[config.mk]
export PLATFORM = sky130hd
export DESIGN_NAME = axi_rd_arbiter
export DESIGN_NICKNAME = d
export VERILOG_FILES = /design/src/rtl/axi_rd_arbiter.sv
export SDC_FILE = /design/constraint.sdc
export NUM_CORES = 1
export LEC_CHECK = 0
export CAP_MARGIN = 20
export CORE_ASPECT_RATIO = 0.9
export CORE_MARGIN = 5
export CORE_UTILIZATION = 32
export DETAILED_ROUTE_END_ITERATION = 7
export GPL_ROUTABILITY_DRIVEN = 0
export GPL_TIMING_DRIVEN = 0
export PLACE_DENSITY = 0.81
export SYNTH_ARGS = -nofsm -noshare
export SYNTH_HDL_FRONTEND = slang
export SYNTH_SLANG_ARGS = --single-unit
[constraint.sdc]
create_clock -name clk -period 2.11 [get_ports clk]
set_clock_uncertainty 0.2 [all_clocks]
set_input_delay 0.3165 -clock clk [delete_from_list [all_inputs] [get_ports clk]]
set_output_delay 0.3165 -clock clk [all_outputs]
set_load 0.03 [all_outputs]
[src/rtl/axi_rd_arbiter.sv]
// axi_rd_arbiter: I/D-cache read arbiter onto one AXI read port; define ARB_RR_EN for round-robin ties
module axi_rd_arbiter #(
  parameter logic [3:0] INST_ID = 4'd0,
  parameter logic [3:0] DATA_ID = 4'd1
) (
  input  logic        clk,
  input  logic        rst,
  input  logic [31:0] i_araddr,
  input  logic [7:0]  i_arlen,
  input  logic [2:0]  i_arsize,
  input  logic        i_arvalid,
  output logic        i_arready,
  output logic [31:0] i_rdata,
  output logic        i_rlast,
  output logic        i_rvalid,
  input  logic        i_rready,
  input  logic [31:0] d_araddr,
  input  logic [7:0]  d_arlen,
  input  logic [2:0]  d_arsize,
  input  logic        d_arvalid,
  output logic        d_arready,
  output logic [31:0] d_rdata,
  output logic        d_rlast,
  output logic        d_rvalid,
  input  logic        d_rready,
  output logic [3:0]  m_arid,
  output logic [31:0] m_araddr,
  output logic [7:0]  m_arlen,
  output logic [2:0]  m_arsize,
  output logic [1:0]  m_arburst,
  output logic        m_arvalid,
  input  logic        m_arready,
  input  logic [31:0] m_rdata,
  input  logic [1:0]  m_rresp,
  input  logic        m_rlast,
  input  logic        m_rvalid,
  output logic        m_rready,
  output logic        rd_err
);
  typedef enum logic [1:0] {IDLE, AR, R} state_t;
  state_t state, state_nx;
  logic owner;
  logic pick_d;
  logic take;
  assign take = (state == IDLE) & (i_arvalid | d_arvalid);
  assign m_arid = owner ? DATA_ID : INST_ID;
  assign m_arburst = 2'b01;
  assign i_rdata = m_rdata;
  assign d_rdata = m_rdata;
`ifdef ARB_RR_EN
  logic last_grant;
  assign pick_d = d_arvalid & (~i_arvalid | ~last_grant);
  // remember which master won the most recent grant
  always_ff @(posedge clk)
    if (rst) last_grant <= 1'b0;
    else if (take) last_grant <= pick_d;
`else
  assign pick_d = d_arvalid;
`endif
  // state register, request capture and sticky response error
  always_ff @(posedge clk) begin
    if (rst) begin
      state <= IDLE;
      owner <= 1'b0;
      m_araddr <= '0;
      m_arlen <= '0;
      m_arsize <= '0;
      rd_err <= 1'b0;
    end else begin
      state <= state_nx;
      if (take) begin
        owner <= pick_d;
        m_araddr <= pick_d ? d_araddr : i_araddr;
        m_arlen <= pick_d ? d_arlen : i_arlen;
        m_arsize <= pick_d ? d_arsize : i_arsize;
      end
      if (state == R && m_rvalid && m_rready && m_rresp != 2'b00) rd_err <= 1'b1;
    end
  end
  // next state, grant pulses and beat routing to the owner
  always_comb begin
    state_nx = state;
    i_arready = 1'b0;
    d_arready = 1'b0;
    m_arvalid = 1'b0;
    m_rready = 1'b0;
    i_rvalid = 1'b0;
    d_rvalid = 1'b0;
    i_rlast = 1'b0;
    d_rlast = 1'b0;
    case (state)
      IDLE: begin
        i_arready = i_arvalid & ~pick_d;
        d_arready = pick_d;
        state_nx = take ? AR : IDLE;
      end
      AR: begin
        m_arvalid = 1'b1;
        state_nx = m_arready ? R : AR;
      end
      R: begin
        m_rready = owner ? d_rready : i_rready;
        i_rvalid = ~owner & m_rvalid;
        d_rvalid = owner & m_rvalid;
        i_rlast = ~owner & m_rlast;
        d_rlast = owner & m_rlast;
        state_nx = (m_rvalid & m_rready & m_rlast) ? IDLE : R;
      end
      default: state_nx = IDLE;
    endcase
  end
endmodule

# Word level (Yosys, flattened, before mapping)
# Index checks and enable logic that the tools add are counted.
[totals] register_bits=47 latch_bits=0 mem_bits_rw=0 romBits=0 input_bits=129 output_inout_bits=122 word_cells=41 n_memories=0
[op_classes] n_addsub=0 multipliers=0 n_div=0 n_lt_le_gt_ge=0 eq_ne=2 n_shift=0 mux=17 bitwise=11 reduce_logical=5
[op_table] cell="$mux W32" count=1
[op_table] cell="$mux W1" count=11
[op_table] cell="$and A1 B1 Y1" count=8
[op_table] cell="$mux W8" count=1
[op_table] cell="$pmux W2 S3" count=1
[op_table] cell="$mux W2" count=2
[op_table] cell="$logic_and A1 B1 Y1" count=3
[op_table] cell="$mux W3" count=1
[op_table] cell="$eq A2 B1 Y1 const B" count=1
[op_table] cell="$eq A2 B2 Y1 const B" count=1
[op_table] cell="$logic_not A2 Y1" count=1
[op_table] cell="$not A1 Y1" count=2
[op_table] cell="$reduce_bool A2 Y1" count=1
[op_table] cell="$or A1 B1 Y1" count=1

# Depth between registers and ports, before layout
[depth] depth_word=5 ltp_mapped=7 mapped_depth_nobuf=3

# Worst setup path before layout
# Ideal clock, no wire load.
[synth_timing] kind="in2out" start="in d_arvalid" end="out i_arready" t_arrival_ns=1.842 required_ns=1.594 setup_slack_ns=-0.248 cell_stages=3 path_buffers=2 path_cell_list="buf_6 -> clkbuf_1 -> nor4b_1"
[synth_between] elab_chain_cells=3
[synth_rtl] element="from (decl)" line_no="20" rtl="input logic d_arvalid,"
[synth_rtl] element="$not A1 Y1" line_no="93" rtl="i_arready = i_arvalid & ~pick_d;"
[synth_rtl] element="$and A1 B1 Y1" line_no="93"
[synth_rtl] element="$mux W1" line_no="91" rtl="case (state)"
[synth_rtl] element="to (decl)" line_no="12" rtl="output logic i_arready,"
# No other way between the ends.

# Final worst setup path
[layout_timing] start="reg owner" end="out m_rready"
[layout_between] elab_chain_cells=2
[layout_rtl] element="from (decl)" line_no="42" rtl="logic owner;"
[layout_rtl] element="from (signal assigned)" line_no="72" rtl="owner <= pick_d;"
[layout_rtl] element="$mux W1" line_no="102" rtl="m_rready = owner ? d_rready : i_rready;"
[layout_rtl] element="$mux W1" line_no="91"
[layout_rtl] element="to (decl)" line_no="37" rtl="output logic m_rready,"
# No other way between the ends.

==> flow_summary.json <==
{
  "status": "finished clean",
  "timing.rr.end": "m_araddr[16]",
  "numCtsBuffers": 5,
  "clockBufferDepth": 2,
  "fin_setup_tns_ns": 0,
  "setup_viol": 0,
  "pwr-share-clk_pct": 17.1,
  "max-cap-violations": 0,
  "nFillCells": 814,
  "crit_type": "flip-flop to output pin",
  "startpoint_type": "flip-flop",
  "yosys.area.top_type": "dfxtp_1",
  "start_util_pct": 32.61,
  "grt_remaining_overflow": 0,
  "port_buffers": 211,
  "hold_viol_final": 0,
  "topRoutingLayerUsed": "met4",
  "ant_nets": 0,
  "synthFlopType": "dfxtp_1",
  "p_comb_share_pct": 48.6,
  "instances_no_fill": 644,
  "worstSkewPairLatency_ns": 0.29,
  "slew_viol_final": 0,
  "ctsHoldBuffers": 0,
  "wl_met2_um": 5259,
  "dr_wl_met3_um": 964,
  "grt_pass1_vias": 3130,
  "place_ws_ns": -0.2679,
  "cp-startpoint": "owner",
  "antenna_found_initial": 0,
  "final_common_cell": "clkdlybuf4s50_1",
  "holdPathStages": 3,
  "synth_cell_types": 23,
  "grt_setup_unrepaired": "no",
  "switchingPower_mw": 1.133,
  "fin_hold_ws_ns": 0.2543,
  "yosys-top-cells-area": "dfxtp_1 32%, buf_4 18%, a211oi_2 17%",
  "syn-instance-count": 300,
  "design_area_um2": 5310,
  "synth_top_area_share_pct": 31.90,
  "final_util_pct": 58.72,
  "drtIter0Drc": 40,
  "timing.fmax_mhz": 487.9,
  "wl_per_cell_um": 16.32,
  "fin_nets": 650,
  "worst_pin_slew_ns": 0.7049,
  "dr.pass1.iters": 4,
  "final_cell_mix": "202 x clkdlybuf4s50_1, 70 x buf_4, 47 x dfxtp_1",
  "period_share_pct": 97.14,
  "fin_ws_ns": 0.06040,
  "hold_start": "d_arvalid",
  "ys_async_sr_fraction_pct": 0,
  "diodes": 0,
  "place_inst": 636,
  "peakVddDrop_mv": 0.3021,
  "crit_path_end_kind": "output pin",
  "rrSetupSlack_ns": 0.37,
  "avgViaCountPerCell": 4.589,
  "ys_ff_latch": 47,
  "die_w_um": 111.2,
  "core_region_area_um2": 9042,
  "vias": 2955,
  "avgSynthCellArea_um2": 9.830,
  "worstRegToRegCells": 5,
  "yosysWarnings": 0,
  "cts_tree": "yes",
  "cellLeakagePower_nw": 2.187,
  "clk_pin_slew_ns": 0.09,
  "powerDensity_nw_per_um2": 581.1,
  "ctsRootBufferMaster": "clkbuf_8",
  "synth_edf_count": 0,
  "cp.arrival_ns": 1.53,
  "yosysSeqAreaShare_pct": 31.90,
  "grt_max_degree": 14,
  "pwr-share-seq_pct": 34.3,
  "hold_path_class": "input port to flip-flop",
  "r2r-start": "state[1]",
  "drive_gt1_share_pct": 25.48,
  "die-area_um2": 11240,
  "critPathMaxFanout": 7,
  "drt-total-wl_um": 10510,
  "pin_count": 251,
  "relSlewSlack_pct": 53.01,
  "area_delta_synth_final_pct": 80.06,
  "worstPathRequired_ns": 1.59,
  "syn_area_um2": 2949,
  "drc": 0,
  "placed_cell_area_um2": 5231,
  "h-tree-depth": 2,
  "grt_pass1_wl_um": 15930,
  "wl_met1_um": 4017,
  "swShare_pct": 36.73,
  "track_usage_pct": 17.31,
  "clkSinkCount": 47,
  "finalPower_mw": 3.086,
  "fp.dieH_um": 101.1,
  "post-dp-hpwl_um": 8778,
  "fin_crit_ns": 2.050,
  "fp-row-count": 33,
  "whs_endpoint": "m_araddr[1]",
  "internal_power_mw": 1.952
}
## cell usage after synthesis, drive strengths merged (2+ instances only)
cell    instances
and2            2
a21oi          45
a211oi         43
nor2b           3
nand2b          2
clkbuf         13
nor2            4
dfxtp          47
conb            2
buf            82
nand2           5
mux2i          44
and3            2
## registers in the layout (all words and copies together) (netlist names)
register	flops
m_arsize	3
state	2
m_arlen	8
owner	1
m_araddr	32
rd_err	1
## power by group through the flow
stage	registers (mW)	logic [mW]	clock network (mW)
2_1_floorplan	1.28	0.686	0
3_3_place_gp	1.07	1.49	0
3_5_place_dp	1.08	1.52	0
4_1_cts	1.06	1.52	0.547
5_1_grt	1.07	1.58	0.579
6_report	1.06	1.50	0.528
## final cells by class
class	count	area [µm²]	share of cell area, %
repair buffers	211	2105	39.63
multi-input cells	161	1353	25.47
flip-flops and latches	47	940.9	17.72
plain buffers	95	678.2	12.77
clock inverters	1	5.005	0.09425
well taps	122	152.6	2.875
clock buffers	7	76.32	1.437
## routing by layer
layer  GRT usage (%)  up-vias
met1           18.55     1357
met3           6.783       21
li1                -     1427
met5               0        -
met2           31.29      150
met4           5.987        0
## kinds of logic (layout without fill, tap and decap cells)
family	Yosys count	after routing	synth area share, %
mux	44	44	14.93
compound gates	92	92	26.43
other cells	2	5	0.2547
simple gates	20	20	3.564
buf+inv	95	314	22.91
flops	47	47	31.90
## worst max path at each step
stage	endpoint	slack, ns
3_5_place_dp	i_arready	-0.27
2_1_floorplan	i_arready	0.15
4_1_cts	m_arid[0]	0.02
6_report	m_rready	0.06
3_3_place_gp	i_arready	-0.26
5_1_grt	m_rready	0.008
## what timing repair did
action / 4_1_cts / 5_1_grt
buffers inserted: 0 / 0
hold endpoints to repair: 0 / 0
endpoints found under the setup margin: 8 / 5
resized for setup: 12 / 7
## critical path, stage by stage, from the launching register on
cell	delay, ns
dfxtp_1	0.47
mux2i_1	0.33
nor2b_1	0.08
dlygate4sd2_1	0.36
Power figures use the tool's default switching activity.
